[src/rtl/qpi_burst_pacer.sv]
// qpi_burst_pacer: valid/ready stream pacer that forwards bursts of
// cfg_burst_len beats separated by cfg_gap idle cycles. Beat and gap
// counting live in an external generic counter driven through ctr_*.
module qpi_burst_pacer #(
  parameter int COUNT_WIDTH = 32,
  parameter int DATA_WIDTH  = 64
) (
  input  logic                   clk,
  input  logic                   rst,
  input  logic                   cfg_enable,
  input  logic [COUNT_WIDTH-1:0] cfg_burst_len,
  input  logic [COUNT_WIDTH-1:0] cfg_gap,
  input  logic                   in_valid,
  input  logic [DATA_WIDTH-1:0]  in_data,
  output logic                   in_ready,
  output logic                   out_valid,
  output logic [DATA_WIDTH-1:0]  out_data,
  input  logic                   out_ready,
  output logic                   ctr_rst,
  output logic                   ctr_en,
  output logic [COUNT_WIDTH-1:0] ctr_load,
  output logic [COUNT_WIDTH-1:0] ctr_max,
  input  logic [COUNT_WIDTH-1:0] ctr_count,
  input  logic                   ctr_tc,
  output logic                   busy,
  output logic                   burst_done
);

  localparam logic [1:0] ST_IDLE  = 2'd0;
  localparam logic [1:0] ST_BURST = 2'd1;
  localparam logic [1:0] ST_GAP   = 2'd2;

  logic [1:0]             state;
  logic [1:0]             state_nxt;
  logic [COUNT_WIDTH-1:0] burst_m1;
  logic [COUNT_WIDTH-1:0] gap_m1;
  logic                   gap_zero;
  logic                   acc;
  logic                   last;

  // The counter always reloads to zero; only its limit changes per phase.
  assign ctr_load = '0;
  assign busy     = (state != ST_IDLE);

  // Phase control: counter steering, upstream handshake and next state.
  always_comb begin
    state_nxt = state;
    in_ready  = 1'b0;
    ctr_en    = 1'b0;
    ctr_rst   = 1'b0;
    ctr_max   = '0;
    acc       = 1'b0;
    last      = 1'b0;
    case (state)
      ST_IDLE: begin
        ctr_rst = 1'b1;
        if (cfg_enable) state_nxt = ST_BURST;
      end
      ST_BURST: begin
        ctr_max  = burst_m1;
        in_ready = !out_valid || out_ready;
        acc      = in_valid && in_ready;
        ctr_en   = acc;
        last     = acc && ctr_tc;
        if (last) begin
          // Reload in the same edge so the next phase starts counting at 0.
          ctr_rst = 1'b1;
          if (!cfg_enable)   state_nxt = ST_IDLE;
          else if (gap_zero) state_nxt = ST_BURST;
          else               state_nxt = ST_GAP;
        end
      end
      ST_GAP: begin
        ctr_max = gap_m1;
        ctr_en  = 1'b1;
        if (ctr_tc) begin
          ctr_rst   = 1'b1;
          state_nxt = cfg_enable ? ST_BURST : ST_IDLE;
        end
      end
      default: begin
        ctr_rst   = 1'b1;
        state_nxt = ST_IDLE;
      end
    endcase
  end

  // State register and configuration snapshot taken when leaving IDLE.
  always_ff @(posedge clk or posedge rst) begin
    if (rst) begin
      state    <= ST_IDLE;
      burst_m1 <= '0;
      gap_m1   <= '0;
      gap_zero <= 1'b1;
    end else begin
      state <= state_nxt;
      if (state == ST_IDLE && cfg_enable) begin
        // A zero burst length behaves as a single-beat burst.
        burst_m1 <= (cfg_burst_len == '0) ? '0 : cfg_burst_len - COUNT_WIDTH'(1);
        gap_m1   <= cfg_gap - COUNT_WIDTH'(1);
        gap_zero <= (cfg_gap == '0);
      end
    end
  end

  // Output beat register (1-cycle latency) and end-of-burst pulse.
  always_ff @(posedge clk or posedge rst) begin
    if (rst) begin
      out_valid  <= 1'b0;
      out_data   <= '0;
      burst_done <= 1'b0;
    end else begin
      burst_done <= last;
      if (acc) begin
        out_valid <= 1'b1;
        out_data  <= in_data;
      end else if (out_ready) begin
        out_valid <= 1'b0;
      end
    end
  end

  // The beat counter must never run past the burst limit while in a burst.
  assert property (@(posedge clk) disable iff (rst)
    (state == ST_BURST) |-> (ctr_count <= burst_m1));

endmodule

[config.mk]
export PLATFORM = sky130hd
export DESIGN_NAME = qpi_burst_pacer
export DESIGN_NICKNAME = d
export VERILOG_FILES = /design/src/rtl/qpi_burst_pacer.sv
export SDC_FILE = /design/constraint.sdc
export NUM_CORES = 1
export LEC_CHECK = 0
export CORE_MARGIN = 2
export CORE_UTILIZATION = 43
export DETAILED_ROUTE_END_ITERATION = 8
export GPL_TIMING_DRIVEN = 0
export PLACE_DENSITY_LB_ADDON = 0.25
export SLEW_MARGIN = 20
export SYNTH_ARGS = -nofsm -noshare
export SYNTH_HDL_FRONTEND = slang
export SYNTH_SLANG_ARGS = --single-unit
[constraint.sdc]
create_clock -name clk -period 7.1 [get_ports clk]
set_clock_uncertainty 0.2 [all_clocks]
set_input_delay 1.775 -clock clk [delete_from_list [all_inputs] [get_ports clk]]
set_output_delay 1.775 -clock clk [all_outputs]
set_load 0.005 [all_outputs]
==> run metrics, run 1 <==
run status=complete, no violations; setup TNS=0 ns; # setup viols final=0; Max stage delay cell, worst path=clkdlybuf4s50_1; Synth Area in Compound Gates=10.50%; delay-heaviest family, CP=buffers and inverters; Post-CTS Hold Fix Bufs=0; register area share after synthesis=46.50%; clock transition at the registers of the reported paths=0.06 ns; DRC=0; Detail Route Antenna Nets=0; CP max stage delay=0.53 ns; CP bufs+invs=3; combinational family with the most area after synthesis=simple AND/OR/NAND/NOR gates; Fin Hold WS=0.2715 ns; clk_lat worst skew=0.42 ns; CP Max Fanout=10; HPWL after DPL=17,050 um; pwr dens=391.8 nW/um^2; Synth Flop Type=dfrtp_1; postcts setup bufs=0; top cell type's share of synthesized area=46.14%; vias in the first global route=6,372; die area=17,700 um^2; Avg WL per Cell=16.64 um; Worst VDD drop=0.2771 mV; non-filler cells, final=1,331; grt ovf=0; Placed Cells=1,299; Levels on crit path=7; mapped cell area=7159 um^2; gp weighted congestion=0.8586; CP cell instances=clkdlybuf4s50_1, nand2b_1, and3_1, clkbuf_1, o21ai_0, nand2_1, clkdlybuf4s50_1; mean post-synth cell area=8.806 um^2; Area contributors post-synth=dfrtp_1 46%, nand2_1 13%, xnor2_1 4.3%; WL final=22,150 um; Reg2Reg Depth=8; placed instance area=9928 um^2; n_diodes=0; first-pass GRT wire length=34,260 um; post-layout min period=5.740 ns; crit path DAT=3.77 ns; FF-to-FF Start=state[1]; Req. time, crit path=5.12 ns; Starting Density=43.64%; Final #Nets=1,271; Lkg Pwr=4.507 nW; Placeable Area=16,410 um^2; Inserted Clock Buffers=17; Sink Count=133; Post-Synth Adder-Cell Area=1.223%; Worst Setup End Kind=output port; xor/xnor share of the synthesized area=6.361%; starting DRC count in detailed routing=411; Gates resized, CTS repair=0; cell row count=47; Most common cell on crit path=clkdlybuf4s50_1; die width=133.0 um; initial antenna violation count=0; fin crit share=80.85%; routed vias=6,672; Slew Viols, Final=0; Post-Synthesis Cells=813; CTS H-Tree Depth=4; min-delay worst type=register to register; Area growth, synth to finish=47.94%; synthesized flop and latch total=133; worst setup path endpoint=ctr_rst; DR vias/cell=5.013; asr flop ratio synth=100.0%; Critical Path Start=out_ready; CTS tree=done; Max Clock Freq=174.2 MHz; max-cap violations=0; Die Y=133.0 um; DRT Pass-1 Iters=5; mux share of post-synthesis cell area=0.4194%; GRT Overall Usage=25.00%; Critical Path Start Type=input pin; number of library cell types mapped by synthesis=58; Synth area leader=dfrtp_1; Rel. slew slack=52.70%; simple-gate area share of the yosys netlist=28.57%; unrepaired setup endpoints after global routing=false; critical setup path kind=input pin to output port; share of layout cells above drive strength 1=8.911%; IO Pins=300; worst slew pin tran=0.7041 ns; largest net degree at the start of global routing=68; final hold vios=0; IO buf count=234; Ys Warns=0; clock buffer depth=2; CTS root buffer=clkbuf_16; EDFF count, synth=0; Final Cell Area=10,590 um^2; worst reg2reg setup slack=4.68 ns; Worst R2R End=out_data[36]
==> synthesized netlist by cell type, drive strengths merged, types with 2 or more instances <==
library cell and number:
nand2b 3, nor2 51, or3 5, or2 3, nor2b 33, a211oi 19
xnor2 35, mux2i 3, o31ai 2, xor2 17, a21o 2, nand2 241
dfrtp 132, a31oi 5, nor4b 5, or4b 2, inv 10, or4 5
nand4 12, clkbuf 37, o21ai 42, ha 7, and3 4, and2 3
nor4 17, a21oi 5, buf 39, nor3 25, nand3 7, a22oi 32
==> logic make-up after synthesis <==
logic type      Yosys count
compound gates          112
xor+xnor                 52
fa+ha+maj                 7
flops                   133
buf+inv                  86
mux                       3
other cells               1
simple gates            419
==> metal layers <==
metal	GRT usage (%)	wire length, um	vias up	part of all wire (%)
met3	6.284	1761	28	8.0
met4	6.989	368	0	1.7
li1	-	-	3247	-
met2	42.34	10900	267	49
met1	31.89	9113	3130	41
met5	0	0	-	0
==> worst register-to-register path, stage by stage, from the launching register on <==
cell	delay, ns
dfrtp_1	0.37
inv_1	0.08
ha_1	0.21
clkbuf_1	0.24
nand3_1	0.17
clkbuf_1	0.42
buf_1	0.45
nand2_1	0.13
nand2_1	0.09
==> report_power, final <==
| group | total (mW) | leakage [nW] | switching (mW) | internal [mW] |
|---|---|---|---|---|
| clock | 0.982 | 0.323 | 0.344 | 0.639 |
| sequential | 1.35 | 1.62 | 0.226 | 1.12 |
| combinational | 1.82 | 2.57 | 0.883 | 0.939 |
==> per-stage QoR <==
step                setup WS [ns]  power [mW]  util (%)
finish                      1.360       4.149     64.55
global route                1.228       4.409     64.55
CTS                         1.346       4.162     64.55
detailed placement          1.352       3.159     60.51
global placement          -0.3231       3.125     60.30
floorplan                   1.572       2.147         -
==> registers in the layout, indices dropped and copies added, names as in the netlist <==
name,cells
burst_done,1
burst_m1,32
gap_m1,32
gap_zero,1
out_data,64
out_valid,1
state,2
==> cells in the final DEF, fill, tap and decap left out, types with 3 or more instances in the layout <==
| cell | instances |
|---|---|
| clkbuf_1 | 38 |
| a31oi_1 | 5 |
| xnor2_1 | 35 |
| clkdlybuf4s50_1 | 234 |
| dfrtp_1 | 132 |
| a21oi_1 | 5 |
| inv_6 | 3 |
| nand2_1 | 241 |
| clkbuf_16 | 17 |
| nor4_2 | 5 |
| buf_4 | 33 |
| conb_1 | 32 |
| nor2b_1 | 33 |
| nor4_4 | 3 |
| mux2i_1 | 3 |
| and3_1 | 4 |
| buf_1 | 4 |
| or3_1 | 4 |
| nand3_1 | 7 |
| clkinv_4 | 5 |
| nor4_1 | 9 |
| nor4b_1 | 3 |
| a211oi_1 | 13 |
| o21ai_1 | 6 |
| inv_1 | 9 |
| or4_1 | 3 |
| bufinv_16 | 5 |
| and2_1 | 3 |
| o21ai_0 | 36 |
| xor2_1 | 17 |
| nand4_1 | 10 |
| ha_1 | 7 |
| nor2_1 | 50 |
| nand2b_1 | 3 |
| nor3_1 | 20 |
| a211oi_2 | 6 |
| nor3_2 | 5 |
| a22oi_1 | 32 |
==> cell type report <==
cell class	count	area, um^2
sequential	133	3329
inverter	10	45.04
timing repair buffer	235	2370
fill	1356	5816
buffer	76	417.9
tap	220	275.3
multi-input combinational	625	3491
clock inverter	13	220.2
clock buffer	19	442.9
==> worst min path at each step <==
stage / end / startpoint / cells past startpoint / slack, ns
finish: out_data[16] / out_data[16] / 2 / 0.27
global route: out_data[13] / out_data[13] / 2 / 0.29
CTS: out_data[12] / out_data[12] / 2 / 0.28
detailed placement: out_data[12] / out_data[12] / 2 / 0.26
global placement: out_data[16] / out_data[16] / 2 / 0.26
floorplan: gap_m1[14] / gap_m1[14] / 2 / 0.25
No activity file was read; power rests on OpenSTA's default activity.
==> run 2: changes to the inputs <==
--- a/config.mk
+++ b/config.mk
@@ -6,7 +6,7 @@
 export NUM_CORES = 1
 export LEC_CHECK = 0
 export CORE_MARGIN = 2
-export CORE_UTILIZATION = 43
+export CORE_UTILIZATION = 39
 export DETAILED_ROUTE_END_ITERATION = 8
 export GPL_TIMING_DRIVEN = 0
 export PLACE_DENSITY_LB_ADDON = 0.25
==> constraint.sdc (replaced) <==
create_clock -name clk -period 5.1 [get_ports clk]
set_clock_uncertainty 0.2 [all_clocks]
set_input_delay 1.275 -clock clk [delete_from_list [all_inputs] [get_ports clk]]
set_output_delay 1.275 -clock clk [all_outputs]
set_load 0.005 [all_outputs]
==> run 2 against run 1 <==
Compared with the run above: utilization shrank 6.0 points; die area grew 9.9%; clock power grew 21%; first-iteration DRC count shrank 7.8%; sequential share of layout area grew 0.24 points; setup slack lost 1.1 ns; critical path depth is the same; combinational power grew 41%.
==> run metrics, run 2 (synthesis results as in run 1) <==
run status=complete, no violations; Worst VDD drop=0.4094 mV; Avg WL per Cell=16.94 um; Inserted Clock Buffers=17; # setup viols final=0; Placeable Area=17,960 um^2; die area=19,460 um^2; crit path DAT=3.34 ns; Final Util=58.51%; clock transition at the registers of the reported paths=0.06 ns; Worst Setup End Kind=output port; top flop regs=out_data (64), burst_m1 (32), gap_m1 (32); HPWL after DPL=17,840 um; Most common cell on crit path=clkdlybuf4s50_1; IO buf count=234; critical setup path kind=input pin to output port; FILL cells=1,654; CP cell instances=clkdlybuf4s50_1, nand2b_1, and3_1, clkbuf_1, o21ai_0, nand2_1, clkdlybuf4s50_1; CTS H-Tree Depth=4; worst slew pin tran=0.5792 ns; Lkg Pwr=4.451 nW; Die Y=139.5 um; Hold Path End=out_data[49]; min-delay worst type=register to register; Critical Path Start Type=input pin; max-cap violations=0; Critical Path Start=out_ready; clk_lat worst skew=0.42 ns; worst reg2reg setup slack=2.64 ns; delay-heaviest family, CP=buffers and inverters; CP max stage delay=0.57 ns; Worst R2R End=out_data[29]; Final Cell Area=10,510 um^2; most common cell after layout, fill and taps aside=nand2_1; Max stage delay cell, worst path=clkdlybuf4s50_1; DR vias/cell=4.972; DRC=0; vias in the first global route=6,610; placed instance area=9940 um^2; CP Max Fanout=10; area of the multi-input gates=3491 um^2; GRT Overall Usage=23.49%; starting DRC count in detailed routing=379; CTS tree=done; share of layout cells above drive strength 1=8.911%; CP bufs+invs=3; pwr dens=533.2 nW/um^2; unrepaired setup endpoints after global routing=false; post-layout min period=4.817 ns; FF-to-FF Start=state[1]; beginning of the worst hold path=out_data[49]; Hold Path Depth=2; max FFs per register=64; Max Clock Freq=207.6 MHz; Gates resized, CTS repair=0; cell row count=49; FF/Latch Area=3329 um^2; Detail Route Antenna Nets=0; largest net degree at the start of global routing=95; first-pass GRT wire length=35,690 um; DRT Pass-1 Iters=5; WL final=22,700 um; Sink Count=133; Slew Viols, Final=0; Area growth, synth to finish=46.80%; die width=139.5 um; gp weighted congestion=0.8256; CTS root buffer=clkbuf_16; initial antenna violation count=0; routed vias=6,662; n_diodes=0; Final #Nets=1,271; clock buffer depth=2; Starting Density=39.86%; postcts setup bufs=0; Req. time, crit path=3.62 ns; Fin Hold WS=0.2726 ns; Reg2Reg Depth=8; grt ovf=0; IO Pins=300; fin crit share=94.45%; final hold vios=0; commonest cells after routing, fill and taps aside=241 x nand2_1, 234 x clkdlybuf4s50_1, 132 x dfrtp_1, 50 x nor2_1, 38 x clkbuf_1; Post-CTS Hold Fix Bufs=0; most flop-heavy register=out_data; Rel. slew slack=61.39%
==> run 2: power breakdown <==
part           total, mW  switching [mW]  internal [mW]
clock network       1.19           0.504          0.683
registers           1.86           0.304           1.56
logic               2.56            1.25           1.31
total               5.60            2.06           3.55
==> run 2: cell type report <==
class,count,area share (%)
multi-input combinational,625,33.21
sequential,133,31.68
timing repair buffer,235,22.55
clock buffer,18,4.083
buffer,76,3.976
tap,229,2.726
clock inverter,14,1.345
inverter,10,0.4286
==> run 2: worst max path at each step <==
stage | cells after the start | end
2_1_floorplan | 1 | burst_done
3_3_place_gp | 2 | gap_m1[24]
3_5_place_dp | 7 | ctr_rst
4_1_cts | 7 | ctr_rst
5_1_grt | 7 | ctr_rst
6_report | 7 | ctr_rst
==> run 2: stage by stage <==
stage / power, mW / std cells / setup WS [ns] / setup TNS, ns
2_1_floorplan: 2.989 / 844 / 0.07225 / 0
3_5_place_dp: 4.428 / 1308 / 0.2632 / 0
5_1_grt: 5.989 / 1340 / 0.03458 / 0
6_report: 5.604 / 1340 / 0.2833 / 0
4_1_cts: 5.635 / 1340 / 0.2701 / 0
3_3_place_gp: 4.367 / 1307 / -1.888 / -247.84
==> run 2: metal layers <==
metal  wire length [um]  vias up  track usage (%)
li1                   -     3251                -
met1               9428     3133            29.86
met2              11110      257            39.60
met4                332        0            5.369
met3               1827       21            7.054
met5                  0        -                0
==> run 2: tightest hold or removal path: stages, from the launching register on <==
cell and delay (ns):
dfrtp_1 0.34, nand2_1 0.05, nand2_1 0.06
